==> src/rtl/fetch_sequencer_if.sv <==
// Bus bundle between the fetch sequencer and its PC register, memory, branch unit and consumer.
interface fetch_sequencer_if;
  logic [7:0]  pc_value;
  logic        pc_inc;
  logic        pc_load;
  logic [7:0]  pc_load_data;
  logic        mem_req;
  logic [7:0]  mem_addr;
  logic        mem_ack;
  logic [7:0]  mem_rdata;
  logic        branch_valid;
  logic [7:0]  branch_target;
  logic        instr_valid;
  logic [15:0] instr_out;
  logic        instr_ready;
  logic        fetch_err;

  modport master (
    input  pc_value, mem_ack, mem_rdata, branch_valid, branch_target, instr_ready,
    output pc_inc, pc_load, pc_load_data, mem_req, mem_addr, instr_valid, instr_out, fetch_err
  );

  modport slave (
    output pc_value, mem_ack, mem_rdata, branch_valid, branch_target, instr_ready,
    input  pc_inc, pc_load, pc_load_data, mem_req, mem_addr, instr_valid, instr_out, fetch_err
  );
endinterface

==> src/rtl/fetch_sequencer.sv <==
// Two-byte instruction fetch sequencer: opcode then operand, with branch redirect and memory timeout.
module fetch_sequencer #(
  parameter int unsigned TIMEOUT = 15
) (
  input logic              clk,
  input logic              rst,
  fetch_sequencer_if.master bus
);

  typedef enum logic [1:0] {F_OP, F_ARG, HOLD, ERR} state_t;

  localparam logic [7:0] TO = TIMEOUT[7:0];

  state_t      state, state_nxt;
  logic [7:0]  cnt, cnt_nxt;
  logic [15:0] instr_q, instr_nxt;
  logic        req, ack, inc, load;

  always_ff @(posedge clk) begin
    if (rst) begin
      state   <= F_OP;
      cnt     <= '0;
      instr_q <= '0;
    end else begin
      state   <= state_nxt;
      cnt     <= cnt_nxt;
      instr_q <= instr_nxt;
    end
  end

  always_comb begin
    state_nxt = state;
    cnt_nxt   = cnt;
    instr_nxt = instr_q;
    inc       = 1'b0;
    load      = 1'b0;
    req       = (state == F_OP) || (state == F_ARG);
    ack       = bus.mem_ack && req;

    // Branch outranks everything, including an ack or a consumer handshake in the same cycle.
    if (bus.branch_valid) begin
      load      = 1'b1;
      state_nxt = F_OP;
      instr_nxt = '0;
      cnt_nxt   = '0;
    end else begin
      unique case (state)
        F_OP, F_ARG: begin
          if (ack) begin
            inc     = 1'b1;
            cnt_nxt = '0;
            if (state == F_OP) begin
              instr_nxt[15:8] = bus.mem_rdata;
              state_nxt       = F_ARG;
            end else begin
              instr_nxt[7:0] = bus.mem_rdata;
              state_nxt      = HOLD;
            end
          end else if (cnt + 8'd1 == TO) begin
            state_nxt = ERR;
            cnt_nxt   = '0;
          end else begin
            cnt_nxt = cnt + 8'd1;
          end
        end
        HOLD: begin
          if (bus.instr_ready) state_nxt = F_OP;
        end
        ERR: ;
        default: state_nxt = F_OP;
      endcase
    end
  end

  // Outputs are gated by rst so they read zero during the reset cycle itself.
  assign bus.mem_req      = ~rst & req;
  assign bus.mem_addr     = (~rst & req) ? bus.pc_value : '0;
  assign bus.pc_inc       = ~rst & inc;
  assign bus.pc_load      = ~rst & load;
  assign bus.pc_load_data = (~rst & load) ? bus.branch_target : '0;
  assign bus.instr_valid  = ~rst & (state == HOLD);
  assign bus.instr_out    = rst ? '0 : instr_q;
  assign bus.fetch_err    = ~rst & (state == ERR);

endmodule

==> src/flat_wrapper.sv <==
// flat-port wrapper written by rule: the top's interface ports become plain ports
module fetch_sequencer_flat 
#(
  parameter int unsigned TIMEOUT = 15
)
  (clk, rst, bus_pc_value, bus_mem_ack, bus_mem_rdata, bus_branch_valid, bus_branch_target, bus_instr_ready, bus_pc_inc, bus_pc_load, bus_pc_load_data, bus_mem_req, bus_mem_addr, bus_instr_valid, bus_instr_out, bus_fetch_err);
  fetch_sequencer_if bus_i ();
  input logic clk;
  input logic rst;
  input wire logic [$bits(bus_i.pc_value)-1:0] bus_pc_value;
  input wire logic [$bits(bus_i.mem_ack)-1:0] bus_mem_ack;
  input wire logic [$bits(bus_i.mem_rdata)-1:0] bus_mem_rdata;
  input wire logic [$bits(bus_i.branch_valid)-1:0] bus_branch_valid;
  input wire logic [$bits(bus_i.branch_target)-1:0] bus_branch_target;
  input wire logic [$bits(bus_i.instr_ready)-1:0] bus_instr_ready;
  output wire logic [$bits(bus_i.pc_inc)-1:0] bus_pc_inc;
  output wire logic [$bits(bus_i.pc_load)-1:0] bus_pc_load;
  output wire logic [$bits(bus_i.pc_load_data)-1:0] bus_pc_load_data;
  output wire logic [$bits(bus_i.mem_req)-1:0] bus_mem_req;
  output wire logic [$bits(bus_i.mem_addr)-1:0] bus_mem_addr;
  output wire logic [$bits(bus_i.instr_valid)-1:0] bus_instr_valid;
  output wire logic [$bits(bus_i.instr_out)-1:0] bus_instr_out;
  output wire logic [$bits(bus_i.fetch_err)-1:0] bus_fetch_err;
  assign bus_i.pc_value = bus_pc_value;
  assign bus_i.mem_ack = bus_mem_ack;
  assign bus_i.mem_rdata = bus_mem_rdata;
  assign bus_i.branch_valid = bus_branch_valid;
  assign bus_i.branch_target = bus_branch_target;
  assign bus_i.instr_ready = bus_instr_ready;
  assign bus_pc_inc = bus_i.pc_inc;
  assign bus_pc_load = bus_i.pc_load;
  assign bus_pc_load_data = bus_i.pc_load_data;
  assign bus_mem_req = bus_i.mem_req;
  assign bus_mem_addr = bus_i.mem_addr;
  assign bus_instr_valid = bus_i.instr_valid;
  assign bus_instr_out = bus_i.instr_out;
  assign bus_fetch_err = bus_i.fetch_err;
  fetch_sequencer #(.TIMEOUT(TIMEOUT)) u_core (.clk(clk), .rst(rst), .bus(bus_i));
endmodule
==> config.mk <==
export PLATFORM = sky130hd
export DESIGN_NAME = fetch_sequencer_flat
export DESIGN_NICKNAME = d
export VERILOG_FILES = /design/src/rtl/fetch_sequencer_if.sv /design/src/rtl/fetch_sequencer.sv /design/src/flat_wrapper.sv
export SDC_FILE = /design/constraint.sdc
export NUM_CORES = 1
export LEC_CHECK = 0
export ABC_AREA = 1
export CORE_MARGIN = 10
export CORE_UTILIZATION = 33
export DETAILED_ROUTE_END_ITERATION = 10
export GPL_TIMING_DRIVEN = 1
export PLACE_DENSITY = 0.67
export SLEW_MARGIN = 20
export SYNTH_ARGS = -nofsm -noshare
export SYNTH_HDL_FRONTEND = slang
export SYNTH_SLANG_ARGS = --single-unit
==> constraint.sdc <==
create_clock -name clk -period 1.7 [get_ports clk]
set_input_delay 0.425 -clock clk [delete_from_list [all_inputs] [get_ports clk]]
set_output_delay 0.425 -clock clk [all_outputs]
set_load 0.05 [all_outputs]
==> results of run 1 <==
synth_stat cells, types with 2 or more instances:
cell | count | share of area (%)
inv_1 | 47 | 13
nor2_1 | 47 | 13
nand2_1 | 31 | 8.4
a21oi_1 | 26 | 9.4
dfxtp_1 | 26 | 37
o21ai_0 | 17 | 6.1
nand3_1 | 8 | 2.9
nor2_2 | 4 | 1.8
nand2_2 | 3 | 1.4
buf_2 | 2 | 0.72
clkbuf_1 | 2 | 0.54
ha_1 | 2 | 1.8
metal layers:
metal,GRT usage (%),up-vias
met2,19.0,57
met3,3.06,5
met1,15.7,673
li1,-,842
met4,4.94,0
met5,0,-
cells by family after synthesis:
kind of cell             synth area share, %
buffers and inverters                   15.4
AND/OR/NAND/NOR                         28.8
flip-flops                              37.5
adder cells (fa/ha/maj)                 1.80
AO/OA/AOI/OAI                           15.9
XOR/XNOR                               0.631
flip-flops by register name (all words and copies together), names as in the netlist:
| register | cells |
|---|---|
| u_core.cnt | 8 |
| u_core.state | 2 |
| u_core.instr_q | 16 |
what timing repair did:
item,4_1_cts,5_1_grt
gates resized for setup,14,6
endpoints found under the setup margin,37,15
pin swaps,2,4
gates cloned,0,0
worst reg2reg max path, stage by stage (launching register included):
cell	delay, ns
dfxtp_1	0.37
ha_2	0.20
nand3_1	0.14
o21ai_1	0.18
nand2_2	0.08
nor2_2	0.12
nand3_2	0.12
nand2_2	0.12
nand3_1	0.07
nand2_1	0.06
nor2_1	0.03
how the worst max path moves through the flow:
stage	slack, ns	to	start	depth (start not counted)
after global routing	-0.01	bus_mem_addr[0]	u_core.state[1]$_SDFFE_PP0P_	5
after global placement	-0.49	bus_pc_load_data[0]	bus_branch_valid	7
after floorplan	-0.37	bus_mem_addr[0]	rst	4
after CTS	0.002	bus_mem_addr[2]	rst	7
final	0.04	bus_pc_load_data[0]	bus_branch_valid	7
after detailed placement	-0.52	bus_pc_load_data[0]	bus_branch_valid	7
stage by stage:
stage	utilization [%]	instances	instance area, µm²	total power [mW]	setup TNS [ns]
floorplan	-	223	1570	0.889	-8.25
global placement	69.2	349	2790	1.16	-14.64
detailed placement	69.2	349	2790	1.16	-14.94
CTS	70.5	353	2840	1.57	0
global route	70.9	353	2860	1.62	-0.0268
finish	70.9	353	2860	1.55	0
power groups by stage:
stage	Sequential, mW	Clock [mW]	Combinational, mW
after floorplan	0.645	0	0.244
after global placement	0.646	0	0.512
after detailed placement	0.646	0	0.517
after CTS	0.632	0.417	0.519
after global routing	0.634	0.440	0.547
final	0.632	0.406	0.515
final cells by class:
| type | instances | area (µm²) |
|---|---|---|
| Multi-Input combinational cell | 143 | 827 |
| Clock buffer | 4 | 55.1 |
| Fill cell | 314 | 1170 |
| Inverter | 47 | 193 |
| Sequential cell | 26 | 522 |
| Timing Repair Buffer | 83 | 1200 |
| Tap cell | 50 | 62.6 |
==> out/results.ini, run 1 <==
[route]
drc=0
vias=1577
met2RoutedLength_um=1890
wl_met3_um=292
routedWlPerCell_um=12.4
totalWireLength_um=4370
firstDrtPassIters=4
drt_iter0_drc=45
top_layer_used=met4
drtAntennaViolNets=0
wl_met1_um=2120
vias_per_cell=4.47

[power_and_ir_drop]
p_leak_nw=1.14
power.share.clock_pct=26.1
combPwrFrac_pct=33.2
peakVddDrop_v=0.000474
p_sw_mw=0.473
power_density_mw_per_mm2=544
p_seq_share_pct=40.7
power_switching_share_pct=30.4
internal_power_mw=1.08

[logic_synthesis]
avgSynthCellArea_um2=6.23
ys_ff_latch=26
synth-edff-count=0
synth_cells=223
ys_types=20
synth_ff_type=dfxtp_1
netlist_area_mm2=0.00139
syn_nets=254
async_flop_share_pct=0
yosysWarnings=0
ys_seq_area_share_pct=37.5

[finish]
final_common_cell=inv_1
antenna-diode-count=0
drive_above_1_share_pct=32.3
layout_common_cells=44 x inv_1, 40 x buf_12, 31 x nand2_1
final_nets=335
synthToLayoutAreaGrowth_pct=106

[cts]
post_cts_buffers=0
cts_tree=built
cts_hold_buf=0
cts_made_buffers=3
cts_buffer_depth=2
clock_latency_ns=0.27
cts_num_sinks=26
clk_pin_slew_ns=0.09
htree_levels=1
cts_root_buffer=clkbuf_8

[sta]
period_share_pct=97.4
relSlewSlack_pct=76.4
slew_violations=0
max_slew.worst_pin.slew_ns=0.354
clock.fmax_mhz=604
finalHoldViolations=0
setup_ws_ns=0.0446
setup_viol_count_final=0
whs_ns=0.453
fin_crit_ns=1.66
rsz0062_at_grt=yes
skew_ns=0.00132

[place]
dp_hpwl_um=3670
gp_congestion=0.757
port_buffers=65
preCtsSetupSlack_ns=-0.515

[critical_path]
reg2reg_depth=10
reg2reg_slack_ns=0.12
crit_path_top_delay_cell=buf_12
regToRegEndpoint=u_core.state[0]$_SDFFE_PP0P_
cp-end-kind=primary output
start_kind=input pin
worstSetupPathType=in2out
cp_slowest_stage_delay_ns=0.16
cp_max_fo=6
worst-path-buf-inv=5
cp.required_ns=1.27
crit_family=buffers and inverters
path_cells=buf_4 -> inv_12 -> nor2_4 -> clkinvlp_4 -> buf_12 -> nor2_4 -> buf_12
worstReg2RegStart=u_core.cnt[0]$_SDFFE_PP0N_
cp_data_arrival_time_ns=1.23

[floorplanning]
die_height_um=84.9
start_util_pct=34.5
num_rows=23
fp.dieArea_mm2=0.00720
io_pins=66
coreArea_mm2=0.00403
die_w_um=84.9

[global_route]
grt_pass1_vias=1559
grtUsageTotal_pct=12.2
grt_overflow=0
antenna_found_initial=0
grt_pass1_wl_um=7400
grt_max_degree=20

[hold_path]
whs_path_depth=2
hold_path_class=reg2reg
worstHoldEndpoint=u_core.instr_q[4]$_SDFFE_PP0P_
hp-start=u_core.instr_q[4]$_SDFFE_PP0P_

[job]
maxCapViolCount=0

[run_status]
status=finished clean

Power figures use the tool's default switching activity.
==> run 2: changes to the inputs <==
--- a/config.mk
+++ b/config.mk
@@ -11,6 +11,7 @@
 export DETAILED_ROUTE_END_ITERATION = 10
 export GPL_TIMING_DRIVEN = 1
 export PLACE_DENSITY = 0.67
+export SETUP_SLACK_MARGIN = 0.15
 export SLEW_MARGIN = 20
 export SYNTH_ARGS = -nofsm -noshare
 export SYNTH_HDL_FRONTEND = slang
==> out/results.ini, run 2 (same netlist as run 1, synthesis figures left out) <==
[finish]
final_nets=340
largest_reg_flops=16
final_common_cell=inv_1
reg_top3=u_core.instr_q: 16 flops, u_core.cnt: 8 flops, u_core.state: 2 flops
drive_above_1_share_pct=42.2
regMostFlops=u_core.instr_q
final_cell_count_no_fill=358
synthToLayoutAreaGrowth_pct=121
layout_common_cells=42 x inv_1, 37 x nor2_4, 32 x buf_12
antenna-diode-count=0

[global_route]
antenna_found_initial=0
grt_max_degree=20
grtUsageTotal_pct=13.0
grt_overflow=0
grt_pass1_wl_um=7770
grt_pass1_vias=1661

[cts]
cts_num_sinks=26
clock_latency_ns=0.28
cts_root_buffer=clkbuf_8
cts_buffer_depth=2
clk_pin_slew_ns=0.10
htree_levels=1
cts_made_buffers=3
cts_tree=built

[route]
totalWireLength_um=4740
vias_per_cell=4.73
routedWlPerCell_um=13.2
drtAntennaViolNets=0
vias=1692
drc=0
drt_iter0_drc=123
firstDrtPassIters=4

[floorplanning]
die_w_um=84.9
start_util_pct=34.5
fp.dieArea_mm2=0.00720
coreArea_mm2=0.00403
io_pins=66
die_height_um=84.9
num_rows=23

[sta]
period_share_pct=99.4
clock.fmax_mhz=592
skew_ns=0.00268
finalHoldViolations=0
slew_violations=0
relSlewSlack_pct=79.5
rsz0062_at_grt=yes
setup_viol_count_final=0
whs_ns=0.486
max_slew.worst_pin.slew_ns=0.305
fin_crit_ns=1.69

[critical_path]
worstSetupPathType=in2out
cp_max_fo=8
cp.required_ns=1.27
start_kind=input pin
cp_data_arrival_time_ns=1.26
cp-end-kind=primary output

[place]
gp_congestion=0.794
dp_cells=348
port_buffers=65
dp_hpwl_um=3670

[power_and_ir_drop]
peakVddDrop_v=0.000344
p_leak_nw=1.20
power_density_mw_per_mm2=560

[hold_path]
hold_path_class=reg2reg

[job]
maxCapViolCount=0

[run_status]
status=finished clean

## run 2: worst paths after layout
kind	from	to	slack (ns)	depth (start not counted)
min reg2reg	u_core.instr_q[2]$_SDFFE_PP0P_	u_core.instr_q[2]$_SDFFE_PP0P_	0.49	2
min	u_core.instr_q[2]$_SDFFE_PP0P_	u_core.instr_q[2]$_SDFFE_PP0P_	0.49	2
max reg2reg	u_core.cnt[0]$_SDFFE_PP0N_	u_core.state[0]$_SDFFE_PP0P_	0.23	11
max	bus_branch_valid	bus_pc_load_data[6]	0.01	8
## run 2: per-stage QoR
step / cell area [µm²] / setup slack (ns) / setup TNS [ns] / power [mW] / utilization (%)
after floorplan: 1630 / -0.326 / -4.71 / 0.901 / -
after global placement: 2750 / -0.475 / -14.73 / 1.16 / 68.2
after detailed placement: 2750 / -0.498 / -14.63 / 1.17 / 68.2
after CTS: 2970 / 0.000808 / 0 / 1.72 / 73.7
after global routing: 3070 / -0.0339 / -0.256 / 1.78 / 76.2
final: 3070 / 0.0101 / 0 / 1.72 / 76.2
## run 2: cell type report
type | count | area, µm²
fill | 296 | 960
tap | 50 | 62.6
inverter | 47 | 193
sequential | 26 | 534
clock inverter | 1 | 30.0
timing repair buffer | 88 | 1220
clock buffer | 3 | 41.3
multi-input combinational | 143 | 983
## run 2: routing by layer
metal | vias to the layer above | GRT usage [%] | part of all wire (%)
met5 | - | 0 | 0
met4 | 0 | 4.49 | 1.3
met3 | 4 | 5.45 | 10
met2 | 59 | 21.7 | 49
met1 | 774 | 14.5 | 39
li1 | 855 | - | -
## run 2: power breakdown
group | internal [mW] | leakage, nW | total [mW] | switching [mW]
Clock | 0.316 | 0.0357 | 0.527 | 0.212
Sequential | 0.623 | 0.215 | 0.632 | 0.00878
Combinational | 0.268 | 0.951 | 0.558 | 0.291
Total | 1.21 | 1.20 | 1.72 | 0.511
## run 2: critical path: stages
cell and delay, ns:
buf_6 0.07, buf_6 0.11, inv_12 0.03, nor2_4 0.12, clkinvlp_4 0.11, buf_12 0.16
nor2_4 0.10, buf_12 0.14
## run 2: timing repair
action,4_1_cts,5_1_grt
setup buffers,3,2
hold endpoints to repair,0,0
endpoints found under the setup margin,47,34
resized for setup,42,25
pin swaps,11,14
cloned,1,0
hold buffers,0,0
==> run 3: changes to the inputs <==
--- a/config.mk
+++ b/config.mk
@@ -6,7 +6,7 @@
 export NUM_CORES = 1
 export LEC_CHECK = 0
 export ABC_AREA = 1
-export CORE_MARGIN = 10
+export CORE_MARGIN = 5
 export CORE_UTILIZATION = 33
 export DETAILED_ROUTE_END_ITERATION = 10
 export GPL_TIMING_DRIVEN = 1
==> out/results.ini, run 3 (same netlist as run 1, synthesis figures left out) <==
[finish]
antenna-diode-count=0
synthToLayoutAreaGrowth_pct=123
largest_reg_flops=16
reg_top3=u_core.instr_q: 16 flops, u_core.cnt: 8 flops, u_core.state: 2 flops
nFillCells=280
final_nets=345
multi_input_area_um2=935
regMostFlops=u_core.instr_q
design_area_mm2=0.00309
final_cell_count_no_fill=363
seqCellArea_um2=533
layout_common_cells=40 x buf_12, 37 x inv_1, 30 x nor2_4
final_common_cell=buf_12
drive_above_1_share_pct=43.5

[place]
port_buffers=65
dp_hpwl_um=3460
dp_cells=347
gp_congestion=0.816
dpl_cell_area_mm2=0.00281

[power_and_ir_drop]
p_leak_nw=1.27
internal_power_mw=1.20
combPwrFrac_pct=32.5
p_sw_mw=0.504
p_seq_share_pct=37.0
peakVddDrop_v=0.000318
power.share.clock_pct=30.5
power_switching_share_pct=29.5
power_density_mw_per_mm2=553

[sta]
clock.fmax_mhz=604
skew_ns=0.00807
period_share_pct=97.4
slew_violations=0
relSlewSlack_pct=77.7
finalHoldViolations=0
max_slew.worst_pin.slew_ns=0.334
setup_viol_count_final=0
rsz0062_at_grt=yes
fin_crit_ns=1.66

[floorplanning]
start_util_pct=34.5
die_w_um=74.9
num_rows=23
fp.dieArea_mm2=0.00561
io_pins=66
coreArea_mm2=0.00403
die_height_um=74.9

[critical_path]
worstSetupPathType=reg2out
cp-end-kind=primary output
reg2reg_slack_ns=0.13
start_kind=flop
cp.required_ns=1.27
regToRegEndpoint=u_core.state[0]$_SDFFE_PP0P_
worstReg2RegStart=u_core.state[1]$_SDFFE_PP0P_
cp_data_arrival_time_ns=1.23
reg2reg_depth=12
cp_max_fo=8
crit_path_end=bus_mem_addr[0]
cp-startpoint=u_core.state[1]$_SDFFE_PP0P_

[cts]
cts_made_buffers=3
clk_pin_slew_ns=0.10
htree_levels=1
clock_latency_ns=0.28
cts_buffer_depth=2
cts_tree=built
cts_root_buffer=clkbuf_8
cts_hold_buf=0
cts_num_sinks=26

[route]
vias_per_cell=4.66
firstDrtPassIters=4
routedWlPerCell_um=12.7
drtAntennaViolNets=0
drt_iter0_drc=103
vias=1692
totalWireLength_um=4620
drc=0

[job]
maxCapViolCount=0

[global_route]
grtUsageTotal_pct=15.9
antenna_found_initial=0
grt_pass1_vias=1587
grt_overflow=0
grt_pass1_wl_um=6970
grt_max_degree=20

[hold_path]
hold_path_class=reg2reg
whs_path_depth=2

[run_status]
status=finished clean

[run 3: cell count changes in the layout (fill, tap and decap cells not counted), sizes merged]
cell,previous run,this run
dlymetal6s2s,0,5
clkdlybuf4s50,25,19
buf,62,68
[run 3: timing repair]
item	4_1_cts	5_1_grt
resized for setup	32	33
pin swaps	15	22
setup buffers	7	4
gates cloned	0	1
hold endpoints to repair	0	0
endpoints found under the setup margin	46	46
[run 3: worst max-delay path: stages (launching register included)]
cell and delay (ns):
dfxtp_4 0.38, nor2_4 0.11, inv_2 0.05, buf_12 0.15, nor2_4 0.12, buf_12 0.14
[run 3: cell type report]
type	instances	area share, %
Multi-Input combinational cell	143	30.2
Inverter	47	6.23
Timing Repair Buffer	93	42.0
Tap cell	50	2.02
Clock buffer	3	1.34
Clock inverter	1	0.971
Sequential cell	26	17.2
[run 3: power by group through the flow]
stage	clock (mW)	sequential (mW)	combinational [mW]
global route	0.546	0.634	0.584
floorplan	0	0.645	0.256
CTS	0.520	0.632	0.541
finish	0.521	0.632	0.556
detailed placement	0	0.648	0.518
global placement	0	0.647	0.511
[run 3: worst min-delay path by stage]
stage                                   start                        endpoint  slack, ns
2_1_floorplan  u_core.instr_q[0]$_SDFFE_PP0P_  u_core.instr_q[0]$_SDFFE_PP0P_       0.43
3_3_place_gp   u_core.instr_q[2]$_SDFFE_PP0P_  u_core.instr_q[2]$_SDFFE_PP0P_       0.44
3_5_place_dp   u_core.instr_q[1]$_SDFFE_PP0P_  u_core.instr_q[1]$_SDFFE_PP0P_       0.44
4_1_cts        u_core.instr_q[1]$_SDFFE_PP0P_  u_core.instr_q[1]$_SDFFE_PP0P_       0.46
5_1_grt        u_core.instr_q[1]$_SDFFE_PP0P_  u_core.instr_q[1]$_SDFFE_PP0P_       0.47
6_report       u_core.instr_q[1]$_SDFFE_PP0P_  u_core.instr_q[1]$_SDFFE_PP0P_       0.46
[run 3: routing by layer]
layer,global-route usage [%],vias to the layer above,wire length [µm]
li1,-,859,-
met1,18.1,767,1820
met2,27.5,60,2310
met3,4.54,6,406
met4,7.11,0,85
met5,0,-,0
[run 3: per-stage QoR]
stage	util [%]	worst slack [ns]	setup TNS, ns	total power, mW	hold slack [ns]
2_1_floorplan	-	-0.326	-4.71	0.901	0.430
3_3_place_gp	69.8	-0.481	-14.10	1.16	0.437
3_5_place_dp	69.8	-0.504	-14.90	1.17	0.443
4_1_cts	73.7	0.0507	0	1.69	0.458
5_1_grt	76.7	0.00429	0	1.76	0.473
6_report	76.7	0.0442	0	1.71	0.455
